$ cat src/rtl/router_pkg.sv
// Shared types and constants for the 1x3 router packet controller.
// Header layout: [7:2] payload length, [1:0] destination port.
package router_pkg;

   typedef enum logic [2:0] {
      ST_IDLE,
      ST_WAIT_EMPTY,
      ST_LOAD_HDR,
      ST_LOAD_DATA,
      ST_LOAD_PARITY,
      ST_CHECK,
      ST_DROP
   } state_t;

   localparam logic [1:0] ADDR_INVALID = 2'b11;
   localparam int         NUM_PORTS    = 3;
   localparam int         LEN_MSB      = 7;
   localparam int         LEN_LSB      = 2;
   localparam int         ADDR_MSB     = 1;
   localparam int         ADDR_LSB     = 0;

   // One-hot port select; the invalid address selects nothing.
   function automatic logic [NUM_PORTS-1:0] port_mask(input logic [1:0] addr);
      case (addr)
         2'd0:    return 3'b001;
         2'd1:    return 3'b010;
         2'd2:    return 3'b100;
         default: return 3'b000;
      endcase
   endfunction

endpackage

$ cat src/rtl/router_sreset_timer.sv
// Per-port watchdog: counts cycles of unread data and pulses soft_reset after TIMEOUT cycles.
// The pulse is combinational from the count; the count clears on a read, an empty FIFO or the pulse.
module router_sreset_timer #(
   parameter int TIMEOUT = 30
) (
   input  logic clk,
   input  logic reset,
   input  logic vld,
   input  logic read_enb,
   input  logic empty,
   output logic soft_reset
);

   localparam logic [4:0] LAST = 5'(TIMEOUT - 1);

   logic [4:0] cnt;

   assign soft_reset = (cnt == LAST);

   always_ff @(posedge clk or posedge reset) begin
      if (reset) begin
         cnt <= '0;
      end else if (read_enb || empty || soft_reset) begin
         cnt <= '0;
      end else if (vld) begin
         cnt <= cnt + 5'd1;
      end
   end

endmodule

$ cat src/rtl/router_ctrl.sv
// Router packet controller: decodes headers and steers header/payload/parity writes into one of three FIFOs.
// Header write one cycle after header accept, then 1 byte/cycle; busy stalls the source on target-FIFO full.
module router_ctrl
   import router_pkg::*;
#(
   parameter int TIMEOUT = 30
) (
   input  logic                 clk,
   input  logic                 reset,
   input  logic                 pkt_valid,
   input  logic [7:0]           data_in,
   input  logic [NUM_PORTS-1:0] fifo_full,
   input  logic [NUM_PORTS-1:0] fifo_empty,
   input  logic [NUM_PORTS-1:0] read_enb,
   output logic                 busy,
   output logic [NUM_PORTS-1:0] write_enb,
   output logic                 lfd_state,
   output logic [7:0]           data_to_fifo,
   output logic [NUM_PORTS-1:0] vld_out,
   output logic [NUM_PORTS-1:0] soft_reset,
   output logic                 err
);

   state_t               state, state_n;
   logic [7:0]           hdr_q, hdr_n, par_q, par_n;
   logic [5:0]           rem_q, rem_n;
   logic                 err_q, err_n;
   logic [NUM_PORTS-1:0] tgt;
   logic                 tgt_full, tgt_empty, tgt_sreset;

   assign tgt        = port_mask(hdr_q[ADDR_MSB:ADDR_LSB]);
   assign tgt_full   = |(fifo_full & tgt);
   assign tgt_empty  = |(fifo_empty & tgt);
   assign tgt_sreset = |(soft_reset & tgt);

   assign vld_out      = ~fifo_empty;
   assign err          = err_q;
   assign data_to_fifo = reset ? 8'h00 : ((state == ST_LOAD_HDR) ? hdr_q : data_in);

   for (genvar i = 0; i < NUM_PORTS; i++) begin : g_wd
      router_sreset_timer #(.TIMEOUT(TIMEOUT)) u_timer (
         .clk        (clk),
         .reset      (reset),
         .vld        (vld_out[i]),
         .read_enb   (read_enb[i]),
         .empty      (fifo_empty[i]),
         .soft_reset (soft_reset[i])
      );
   end

   always_ff @(posedge clk or posedge reset) begin
      if (reset) begin
         state <= ST_IDLE;
         hdr_q <= '0;
         par_q <= '0;
         rem_q <= '0;
         err_q <= 1'b0;
      end else begin
         state <= state_n;
         hdr_q <= hdr_n;
         par_q <= par_n;
         rem_q <= rem_n;
         err_q <= err_n;
      end
   end

   always_comb begin
      state_n   = state;
      hdr_n     = hdr_q;
      par_n     = par_q;
      rem_n     = rem_q;
      err_n     = err_q;
      busy      = 1'b0;
      write_enb = '0;
      lfd_state = 1'b0;
      case (state)
         ST_IDLE: begin
            if (pkt_valid) begin
               hdr_n = data_in;
               par_n = data_in;
               rem_n = data_in[LEN_MSB:LEN_LSB];
               err_n = 1'b0;
               if (data_in[ADDR_MSB:ADDR_LSB] == ADDR_INVALID) begin
                  state_n = ST_DROP;
                  err_n   = 1'b1;
               end else if (|(fifo_empty & port_mask(data_in[ADDR_MSB:ADDR_LSB]))) begin
                  state_n = ST_LOAD_HDR;
               end else begin
                  state_n = ST_WAIT_EMPTY;
               end
            end
         end
         ST_WAIT_EMPTY: begin
            busy = 1'b1;
            if (tgt_sreset) begin
               state_n = ST_DROP;
               err_n   = 1'b1;
            end else if (tgt_empty) begin
               state_n = ST_LOAD_HDR;
            end
         end
         ST_LOAD_HDR: begin
            busy      = 1'b1;
            lfd_state = 1'b1;
            if (tgt_sreset) begin
               state_n = ST_DROP;
               err_n   = 1'b1;
            end else if (!tgt_full) begin
               write_enb = tgt;
               state_n   = (rem_q == 6'd0) ? ST_LOAD_PARITY : ST_LOAD_DATA;
            end
         end
         ST_LOAD_DATA: begin
            busy = tgt_full;
            if (pkt_valid && !tgt_full) begin
               rem_n = rem_q - 6'd1;
               par_n = par_q ^ data_in;
               if (!tgt_sreset) write_enb = tgt;
               if (rem_q == 6'd1) state_n = ST_LOAD_PARITY;
            end
            // A flushed FIFO abandons the packet; DROP eats whatever is still owed.
            if (tgt_sreset) begin
               state_n = ST_DROP;
               err_n   = 1'b1;
            end
         end
         ST_LOAD_PARITY: begin
            busy = tgt_full;
            if (tgt_sreset) begin
               err_n   = 1'b1;
               state_n = (pkt_valid && !tgt_full) ? ST_IDLE : ST_DROP;
            end else if (pkt_valid && !tgt_full) begin
               write_enb = tgt;
               err_n     = (data_in != par_q);
               state_n   = ST_CHECK;
            end
         end
         ST_CHECK: begin
            busy    = 1'b1;
            state_n = ST_IDLE;
         end
         ST_DROP: begin
            if (pkt_valid) begin
               if (rem_q == 6'd0) state_n = ST_IDLE;
               else               rem_n   = rem_q - 6'd1;
            end
         end
         default: state_n = ST_IDLE;
      endcase
   end

endmodule

$ cat config.mk
export PLATFORM = sky130hd
export DESIGN_NAME = router_ctrl
export DESIGN_NICKNAME = d
export VERILOG_FILES = /design/src/rtl/router_pkg.sv /design/src/rtl/router_sreset_timer.sv /design/src/rtl/router_ctrl.sv
export SDC_FILE = /design/constraint.sdc
export NUM_CORES = 1
export LEC_CHECK = 0
export BUFFER_PORTS_ARGS = -buffer_cell sky130_fd_sc_hd__buf_2
export CAP_MARGIN = 20
export CORE_MARGIN = 4
export CORE_UTILIZATION = 54
export CTS_BUF_LIST = sky130_fd_sc_hd__clkbuf_2
export CTS_CLUSTER_DIAMETER = 200
export DETAILED_ROUTE_END_ITERATION = 12
export PLACE_DENSITY = 0.79
export SKIP_CTS_REPAIR_TIMING = 1
export SYNTH_ARGS = -nofsm -noshare
export SYNTH_HDL_FRONTEND = slang
export SYNTH_SLANG_ARGS = --single-unit
$ cat constraint.sdc
create_clock -name clk -period 1.9 [get_ports clk]
set_input_delay 0.38 -clock clk [delete_from_list [all_inputs] [get_ports clk]]
set_output_delay 0.38 -clock clk [all_outputs]
set_load 0.1 [all_outputs]
==> results of run 1 <==
==> cells in the final DEF (no fill, tap or decap), drive strengths merged, types with 3 or more instances in the layout <==
cell     netlist  final
a21o           3      3
a21oi         39     39
a221o          3      3
a2bb2oi        4      4
buf           14    117
clkbuf        10      6
dfrtp         41     41
ha             9      9
inv           15     15
mux2          11     11
mux2i          7      7
nand2         16     16
nand2b         5      5
nand3         15     15
nand4          4      4
nor2          23     23
nor3           5      5
nor4           4      4
nor4b          3      3
o21ai         26     26
o22ai          3      3
or2            3      3
or3            5      5
xnor2         12     12
xor2           7      7
==> flip-flops by register name, indices dropped and copies added, names as in the netlist <==
name,cells
g_wd.u_timer.cnt,15
hdr_q,8
par_q,8
rem_q,6
state,3
err,1
==> per-layer routing <==
layer	share of wire [%]	track usage [%]	vias up
li1	-	-	1324
met1	34	34.4	1530
met2	49	47.1	260
met3	11	4.97	85
met4	5.6	6.76	0
met5	0	0	-
==> worst paths after layout <==
check	startpoint	endpoint	slack, ns	cells past startpoint
hold / removal	reset	state[1]	0.26	3
min in group clk	read_enb[2]	g_wd[2].u_timer.cnt[0]	0.30	3
hold reg to reg	g_wd[1].u_timer.cnt[0]	g_wd[1].u_timer.cnt[0]	0.56	2
setup reg to reg	hdr_q[1]	err	-0.29	7
max in group asynchronous	reset	state[0]	1.38	3
setup / recovery	state[2]	data_to_fifo[0]	-0.53	5
==> logic make-up after synthesis <==
family	Yosys count	synth area share [%]
fa+ha+maj	9	4.02
compound gates	94	20.8
buf+inv	39	7.02
mux	18	7.06
flops	41	36.6
xor+xnor	19	5.94
simple gates	92	18.5
==> cells in the mapped netlist, types with 5 or more instances <==
library cell   n  area share (%)
dfrtp_1       41              37
a21oi_1       39             7.0
o21ai_0       26             4.6
nor2_1        19             2.5
nand2_1       16             2.1
inv_1         15             2.0
nand3_1       15             2.7
xnor2_1       12             3.8
clkbuf_1      10             1.3
mux2_2        10             4.0
ha_1           9             4.0
buf_4          8             2.1
xor2_1         7             2.2
mux2i_1        6             2.1
nand2b_1       5             1.1
nor3_1         5            0.89
or3_1          5             1.1
==> power breakdown <==
group	switching, mW	internal (mW)	leakage [nW]
registers	0.394	1.17	0.508
logic	2.63	2.09	1.33
clock network	0.302	0.224	0.0406
==> per-stage QoR <==
stage / instance area [sq um] / setup slack (ns) / TNS, ns
finish: 4240 / -0.527 / -6.59
global route: 4240 / -0.591 / -8.51
CTS: 3930 / -0.486 / -6.15
detailed placement: 3860 / -0.113 / -0.387
global placement: 3860 / -0.0598 / -0.218
floorplan: 3050 / -0.518 / -6.07
==> layout make-up <==
class	instances	area [sq um]	area share, %
inverters	15	56.3	1.33
well taps	67	83.8	1.98
multi-input cells	232	1910	45.1
clock buffers	6	30.0	0.708
repair buffers	117	1090	25.8
clock inverters	2	33.8	0.797
flip-flops and latches	41	1030	24.3
==> critical path: cells and delay by family (launching register included) <==
family,cells,cell delay (ns)
buf+inv,2,0.40
compound gates,2,0.54
simple gates,1,0.22
flops,1,0.49
==> out/results.txt, run 1 <==
Leakage - 1.88 nW
Fmax - 412 MHz
CTS Root Buffer Type - clkbuf_2
fraction of layout cells with a size suffix above 1 - 45.5%
maxcap violations - 0
pin count of the biggest net entering global routing - 23
Worst path slowest cell - dfrtp_2
CP Class - register to output pin
CTS Buffer Depth - 2
initial antenna violation count - 0
Final Util - 86.9%
CP cell instances - nand2b_4 > buf_4 > o21ai_1 > a21oi_4 > buf_12
Peak supply drop - 1330 uV
RSZ-0062 raised after global routing - true
Ports - 40
top_reg_cell synth - dfrtp_1
routability cong. - 0.959
Ys Warns - 0
Iteration-0 DRC Markers - 421
FP Rows - 25
clk_lat worst skew - 0.40 ns
post-route minimum period - 2.43 ns
number of synthesized flops with an enable pin - 0
Worst-path clk slew - 0.23 ns
post-synthesis async set-or-reset flop share - 100%
n_diodes - 0
CTS tree - yes
Avg Synthesized Cell Area - 8.97 sq um
final hold vios - 0
first-pass GRT wire length - 13500 um
FILL cells - 231
final hold slack - 0.259 ns
drt via density - 6.66
placed cells - 452
critical path required time - 1.52 ns
gr usage total - 27.0%
CP startpoint kind - register
Critical Path AT - 2.05 ns
Pins Over Slew Limit - 0
chip height - 80.0 um
DR vias - 3199
area grow syn2layout - 51.4%
I/O Buffers - 39
post-DP HPWL - 6420 um
sequential share of the synthesized area - 36.6%
synthesized cell area - 2800 sq um
die footprint - 6400 sq um
grt total ovfl - 0
post-layout net count - 441
crit path max fanout - 8
routed wire length - 11000 um
library cells used by synthesis - 51
slack of the critical path - -0.527 ns
vias in the first global route - 2828
critical path endpoint category - output pin
max_slew headroom - 66.0%
Pre-antenna DRT Iters - 8
cts bufs inserted - 5
Final setup viols - 27
outcome - complete, but fails checks
wire per inst - 22.9 um
Core Box Area - 4880 sq um
min-delay worst type - input pin to asynchronous set/reset pin
chip width - 80.0 um
H-Tree Level Count - 2
Seq cells post-synth - 41
final antenna-violating net count - 0
synthesized instance count - 312
final worst-path cycle share - 128%
Residual DRC - 0
Post-Syn Nets - 341
Clock Skews - 0.0191 ns
Max stage delay on crit path - 0.49 ns
CTS Sinks - 41
failing checks - negative setup slack
starting density of the core - 57.4%
Total Power - 6.81 mW
PD cells - 1610 nW/um^2
actual slew at the worst max-slew pin - 0.510 ns
Final Non-Filler Cells - 480
Power figures use the tool's default switching activity.
==> run 2, diff against run 1 <==
--- a/config.mk
+++ b/config.mk
@@ -12,6 +12,7 @@
 export CTS_BUF_LIST = sky130_fd_sc_hd__clkbuf_2
 export CTS_CLUSTER_DIAMETER = 200
 export DETAILED_ROUTE_END_ITERATION = 12
+export MAX_ROUTING_LAYER = met4
 export PLACE_DENSITY = 0.79
 export SKIP_CTS_REPAIR_TIMING = 1
 export SYNTH_ARGS = -nofsm -noshare
==> constraint.sdc (replaced) <==
create_clock -name clk -period 1.9 [get_ports clk]
set_input_delay 0.19 -clock clk [delete_from_list [all_inputs] [get_ports clk]]
set_output_delay 0.19 -clock clk [all_outputs]
set_load 0.1 [all_outputs]
==> out/results.txt, run 2 (synthesis gave the netlist of run 1 again) <==
fraction of layout cells with a size suffix above 1 - 46.8% (+1.2 points)
FP Rows - 25 (unchanged)
most frequent cells in the layout - 45 x buf_4, 37 x dfrtp_1, 25 x a21oi_1, 25 x buf_2
max_slew headroom - 66.8% (+0.81 points)
CTS Root Buffer Type - clkbuf_2
Clock Skews - 0.0317 ns (+0.0127 ns)
Ports - 40 (unchanged)
critical path required time - 2.28 ns (+0.76 ns)
cts bufs inserted - 5 (unchanged)
n_diodes - 0 (unchanged)
starting density of the core - 57.4% (unchanged)
critical path endpoint category - register
Core Box Area - 4880 sq um (unchanged)
Area after DPL - 3740 sq um (-3.2%)
max reg flops - 15 (unchanged)
RSZ-0062 raised after global routing - true
Leakage - 1.86 nW (-1.1%)
CTS Sinks - 41 (unchanged)
final hold vios - 0 (unchanged)
slack of the critical path - -0.378 ns (+0.149 ns)
design area - 4330 sq um (+2.1%)
CP Class - register to register
chip height - 80.0 um (unchanged)
Fmax - 439 MHz (+6.6%)
grt total ovfl - 0 (unchanged)
Most flops, register - g_wd.u_timer.cnt
CTS Buffer Depth - 2 (unchanged)
Pins Over Slew Limit - 0 (unchanged)
H-Tree Level Count - 2 (unchanged)
Iteration-0 DRC Markers - 490 (+16%)
wire per inst - 25.1 um (+9.6%)
actual slew at the worst max-slew pin - 0.501 ns (-0.00874 ns)
setup TNS - -4.47 ns (+2.12 ns)
Critical Path AT - 2.65 ns (+0.60 ns)
min-delay worst type - input pin to register
Pre-antenna DRT Iters - 6 (-2)
routability cong. - 1.01 (+5.4%)
I/O Buffers - 39 (unchanged)
die footprint - 6400 sq um (unchanged)
WHS Endpoint - hdr_q[4]
WHS Path Cells - 2
final antenna-violating net count - 0 (unchanged)
post-DP HPWL - 5720 um (-11%)
pin count of the biggest net entering global routing - 35 (+52%)
clk_lat worst skew - 0.46 ns (+0.06 ns)
area grow syn2layout - 54.6%
first-pass GRT wire length - 13000 um (-3.6%)
outcome - complete, but fails checks
chip width - 80.0 um (unchanged)
routed wire length - 11700 um (+7.1%)
Worst-path clk slew - 0.25 ns (+0.02 ns)
crit path max fanout - 6 (-2)
drt via density - 6.83 (+2.5%)
DR vias - 3205 (+0.19%)
Final setup viols - 23 (-15%)
FF-to-FF End - state[0]
worst hold start - data_in[4]
post-layout net count - 430 (-2.5%)
most common cell after layout, fill and taps aside - buf_4
maxcap violations - 0 (unchanged)
post-route minimum period - 2.28 ns (-0.149 ns)
worst r2r path cells - 7 (unchanged)
vias in the first global route - 2746 (-2.9%)
initial antenna violation count - 0 (unchanged)
RR Startpoint - g_wd[2].u_timer.cnt[0]
failing checks - negative setup slack
Residual DRC - 0 (unchanged)
gr usage total - 26.6% (-0.41 points)
CTS tree - yes
Peak supply drop - 1280 uV (-4.3%)
CP startpoint kind - register
PD cells - 1700 nW/um^2 (+5.7%)
worst reg2reg setup slack - -0.38 ns (-0.09 ns)
final worst-path cycle share - 120% (-7.9 points)
Regs by FF count - g_wd.u_timer.cnt: 15 flops, hdr_q: 8 flops, par_q: 8 flops
Total Power - 7.35 mW (+7.9%)
Final Util - 88.7% (+1.8 points)
-- run 2: worst max path at each step --
stage	depth (start not counted)	endpoint	startpoint	slack, ns
2_1_floorplan	5	data_to_fifo[0]	state[2]	-0.33
3_3_place_gp	8	state[2]	g_wd[1].u_timer.cnt[1]	-0.03
3_5_place_dp	7	err	g_wd[1].u_timer.cnt[1]	-0.08
4_1_cts	7	write_enb[0]	g_wd[0].u_timer.cnt[1]	-0.40
5_1_grt	7	state[0]	g_wd[2].u_timer.cnt[0]	-0.48
6_report	7	state[0]	g_wd[2].u_timer.cnt[0]	-0.38
-- run 2: routing by layer --
metal / routed length, um / up-vias / GRT usage [%]
met4: 703 / 0 / 8.28
met1: 4110 / 1509 / 34.0
met2: 5560 / 308 / 43.5
li1: - / 1302 / -
met3: 1370 / 86 / 4.29
met5: 0 / - / -
-- run 2: cell type report --
class,count,area (sq um)
clock buffers,5,25.0
inverters,15,56.3
fillers,217,552
well taps,67,83.8
multi-input cells,233,2040
repair buffers,105,1050
clock inverters,3,41.3
flip-flops and latches,41,1030
-- run 2: report_power, final --
part           switching, mW  total, mW  internal, mW
Sequential             0.383       1.56          1.17
Combinational           2.95       5.24          2.30
Clock                  0.331      0.548         0.217
Total                   3.66       7.35          3.69
-- run 2: critical path: stages, from the launching register on --
cell and delay [ns]:
dfrtp_1 0.43, ha_1 0.19, and4_1 0.22, a22o_4 0.30
buf_4 0.17, nor4b_1 0.41, o21ai_0 0.28, mux2i_2 0.22
-- run 2: through the flow --
stage / hold WS [ns] / worst slack [ns] / instances
final: 0.0824 / -0.378 / 469
after global routing: 0.0776 / -0.481 / 469
after CTS: -0.101 / -0.398 / 444
after detailed placement: 0.375 / -0.0792 / 436
after global placement: 0.360 / -0.0307 / 436
after floorplan: 0.337 / -0.328 / 312
==> run 3, diff against run 2 <==
--- a/config.mk
+++ b/config.mk
@@ -7,7 +7,7 @@
 export LEC_CHECK = 0
 export BUFFER_PORTS_ARGS = -buffer_cell sky130_fd_sc_hd__buf_2
 export CAP_MARGIN = 20
-export CORE_MARGIN = 4
+export CORE_MARGIN = 3
 export CORE_UTILIZATION = 54
 export CTS_BUF_LIST = sky130_fd_sc_hd__clkbuf_2
 export CTS_CLUSTER_DIAMETER = 200
==> out/results.txt, run 3 (synthesis gave the netlist of run 1 again) <==
clk_lat worst skew - 0.44 ns (-0.02 ns)
routed wire length - 9450 um (-20%)
Core Box Area - 4880 sq um (unchanged)
I/O Buffers - 39 (unchanged)
FILL cells - 263 (+21%)
final hold vios - 0 (unchanged)
post-route minimum period - 2.25 ns (-0.0272 ns)
max reg flops - 15 (unchanged)
post-DP HPWL - 5970 um (+4.2%)
FP Rows - 25 (unchanged)
first-pass GRT wire length - 13200 um (+1.5%)
share of power burned in the clock network - 6.2% (-1.3 points)
starting density of the core - 57.4% (unchanged)
CTS Buffer Depth - 2 (unchanged)
Leakage - 1.84 nW (-1.3%)
vias in the first global route - 2790 (+1.6%)
gr usage total - 28.0% (+1.4 points)
cts bufs inserted - 5 (unchanged)
Pre-antenna DRT Iters - 6 (unchanged)
most frequent cells in the layout - 60 x buf_4, 37 x dfrtp_1, 28 x a21oi_1
Worst-path clk slew - 0.22 ns (-0.03 ns)
final worst-path cycle share - 118% (-1.4 points)
Pins Over Slew Limit - 0 (unchanged)
die footprint - 6090 sq um (-4.9%)
outcome - complete, but fails checks
grt total ovfl - 0 (unchanged)
Most flops, register - g_wd.u_timer.cnt
PD cells - 1560 nW/um^2 (-8.0%)
Logic pwr share - 70.1% (-1.3 points)
final antenna-violating net count - 0 (unchanged)
chip width - 78.0 um (-2.5%)
Total Power - 6.48 mW (-12%)
chip height - 78.0 um (-2.5%)
Worst path slowest cell - dfrtp_2
CTS Root Buffer Type - clkbuf_2
max_slew headroom - 66.8% (about the same)
Max stage delay on crit path - 0.51 ns (+0.08 ns)
routability cong. - 0.938 (-7.2%)
CP cell instances - buf_4 > nor2_4 > a31oi_4 > nor4_4 > buf_12
Seq pwr share - 23.6% (+2.4 points)
slack of the critical path - -0.351 ns (+0.0272 ns)
critical path endpoint category - output pin
min-delay worst type - input pin to asynchronous set/reset pin
Regs by FF count - g_wd.u_timer.cnt: 15 flops, hdr_q: 8 flops, par_q: 8 flops
failing checks - negative setup slack
initial antenna violation count - 0 (unchanged)
crit path max fanout - 8 (+2)
H-Tree Level Count - 2 (unchanged)
maxcap violations - 0 (unchanged)
dominant delay contributor by cell family on the critical path - simple AND/OR/NAND/NOR gates
n_diodes - 0 (unchanged)
Final Util - 85.0% (-3.7 points)
Critical Path AT - 2.06 ns (-0.59 ns)
most common cell after layout, fill and taps aside - buf_4
post-layout net count - 433 (+0.70%)
critical path required time - 1.71 ns (-0.57 ns)
Iteration-0 DRC Markers - 281 (-43%)
drt via density - 6.22 (-9.0%)
fraction of layout cells with a size suffix above 1 - 44.0% (-2.8 points)
DR vias - 2936 (-8.4%)
DP Worst Slack - -0.103 ns (-0.0236 ns)
Residual DRC - 0 (unchanged)
actual slew at the worst max-slew pin - 0.502 ns (+0.000643 ns)
CP startpoint kind - register
Final setup viols - 19 (-17%)
RSZ-0062 raised after global routing - true
wire per inst - 20.0 um (-20%)
Peak supply drop - 1030 uV (-19%)
CTS tree - yes
Sw Share - 48.8% (-0.98 points)
critical path buffer and inverter count - 2 (+1)
P_int - 3.31 mW (-10%)
Fmax - 444 MHz (+1.2%)
Clock Skews - 0.0193 ns (-0.0125 ns)
Ports - 40 (unchanged)
CP Class - register to output pin
pin count of the biggest net entering global routing - 30 (-14%)
CTS Sinks - 41 (unchanged)
area grow syn2layout - 48.1%
sw power - 3.16 mW (-14%)
[run 3: cell types whose count changed in the layout (fill, tap and decap cells not counted), sizes merged]
cell / change
clkbuf: +1
bufinv: -1
clkinvlp: -1
dlygate4sd3: -1
nand2b: -1
buf: +6
[run 3: per-stage QoR]
step / instances / TNS [ns] / instance area [sq um] / hold slack, ns
floorplan: 312 / -3.93 / 3040 / 0.337
global placement: 447 / -0.0476 / 3800 / 0.480
detailed placement: 447 / -0.306 / 3800 / 0.479
CTS: 455 / -4.36 / 3830 / -0.0136
global route: 472 / -4.75 / 4150 / 0.0310
finish: 472 / -3.39 / 4150 / 0.0130
[run 3: final timing paths]
kind                                             start                endpoint  slack [ns]  depth (start not counted)
worst max-delay path                          state[1]            write_enb[1]       -0.35                          5
worst min-delay path                             reset  g_wd[1].u_timer.cnt[4]        0.01                          3
worst max register to register                state[1]                state[2]       -0.16                          6
worst min register to register  g_wd[2].u_timer.cnt[0]  g_wd[2].u_timer.cnt[1]        0.57                          2
max in group asynchronous                        reset                par_q[0]        1.35                          4
min in group clk                            data_in[4]                par_q[4]        0.10                          3
[run 3: power by group through the flow]
| stage | combinational [mW] | sequential [mW] | clock [mW] |
|---|---|---|---|
| 6_report | 4.55 | 1.53 | 0.405 |
| 5_1_grt | 4.79 | 1.55 | 0.433 |
| 4_1_cts | 4.03 | 1.47 | 0.400 |
| 3_5_place_dp | 4.01 | 1.48 | 0 |
| 3_3_place_gp | 3.96 | 1.46 | 0 |
| 2_1_floorplan | 2.68 | 1.49 | 0 |
[run 3: per-layer routing]
metal | vias up | share of wire, % | GRT usage (%)
li1 | 1302 | - | -
met1 | 1416 | 38 | 34.8
met2 | 160 | 50 | 46.6
met3 | 58 | 7.1 | 4.36
met4 | 0 | 5.4 | 10.1
met5 | - | 0 | -
[run 3: final cells by class]
class / instances / area [sq um] / share of cell area (%)
multi-input cells: 232 / 1920 / 46.2
clock buffers: 7 / 35.0 / 0.845
repair buffers: 109 / 1020 / 24.6
clock inverters: 1 / 3.75 / 0.0905
inverters: 15 / 56.3 / 1.36
well taps: 67 / 83.8 / 2.02
flip-flops and latches: 41 / 1030 / 24.9
[run 3: worst min-delay path, cell delays in order]
cell and delay [ns]:
buf_2 0.23, inv_1 0.12, buf_4 0.36
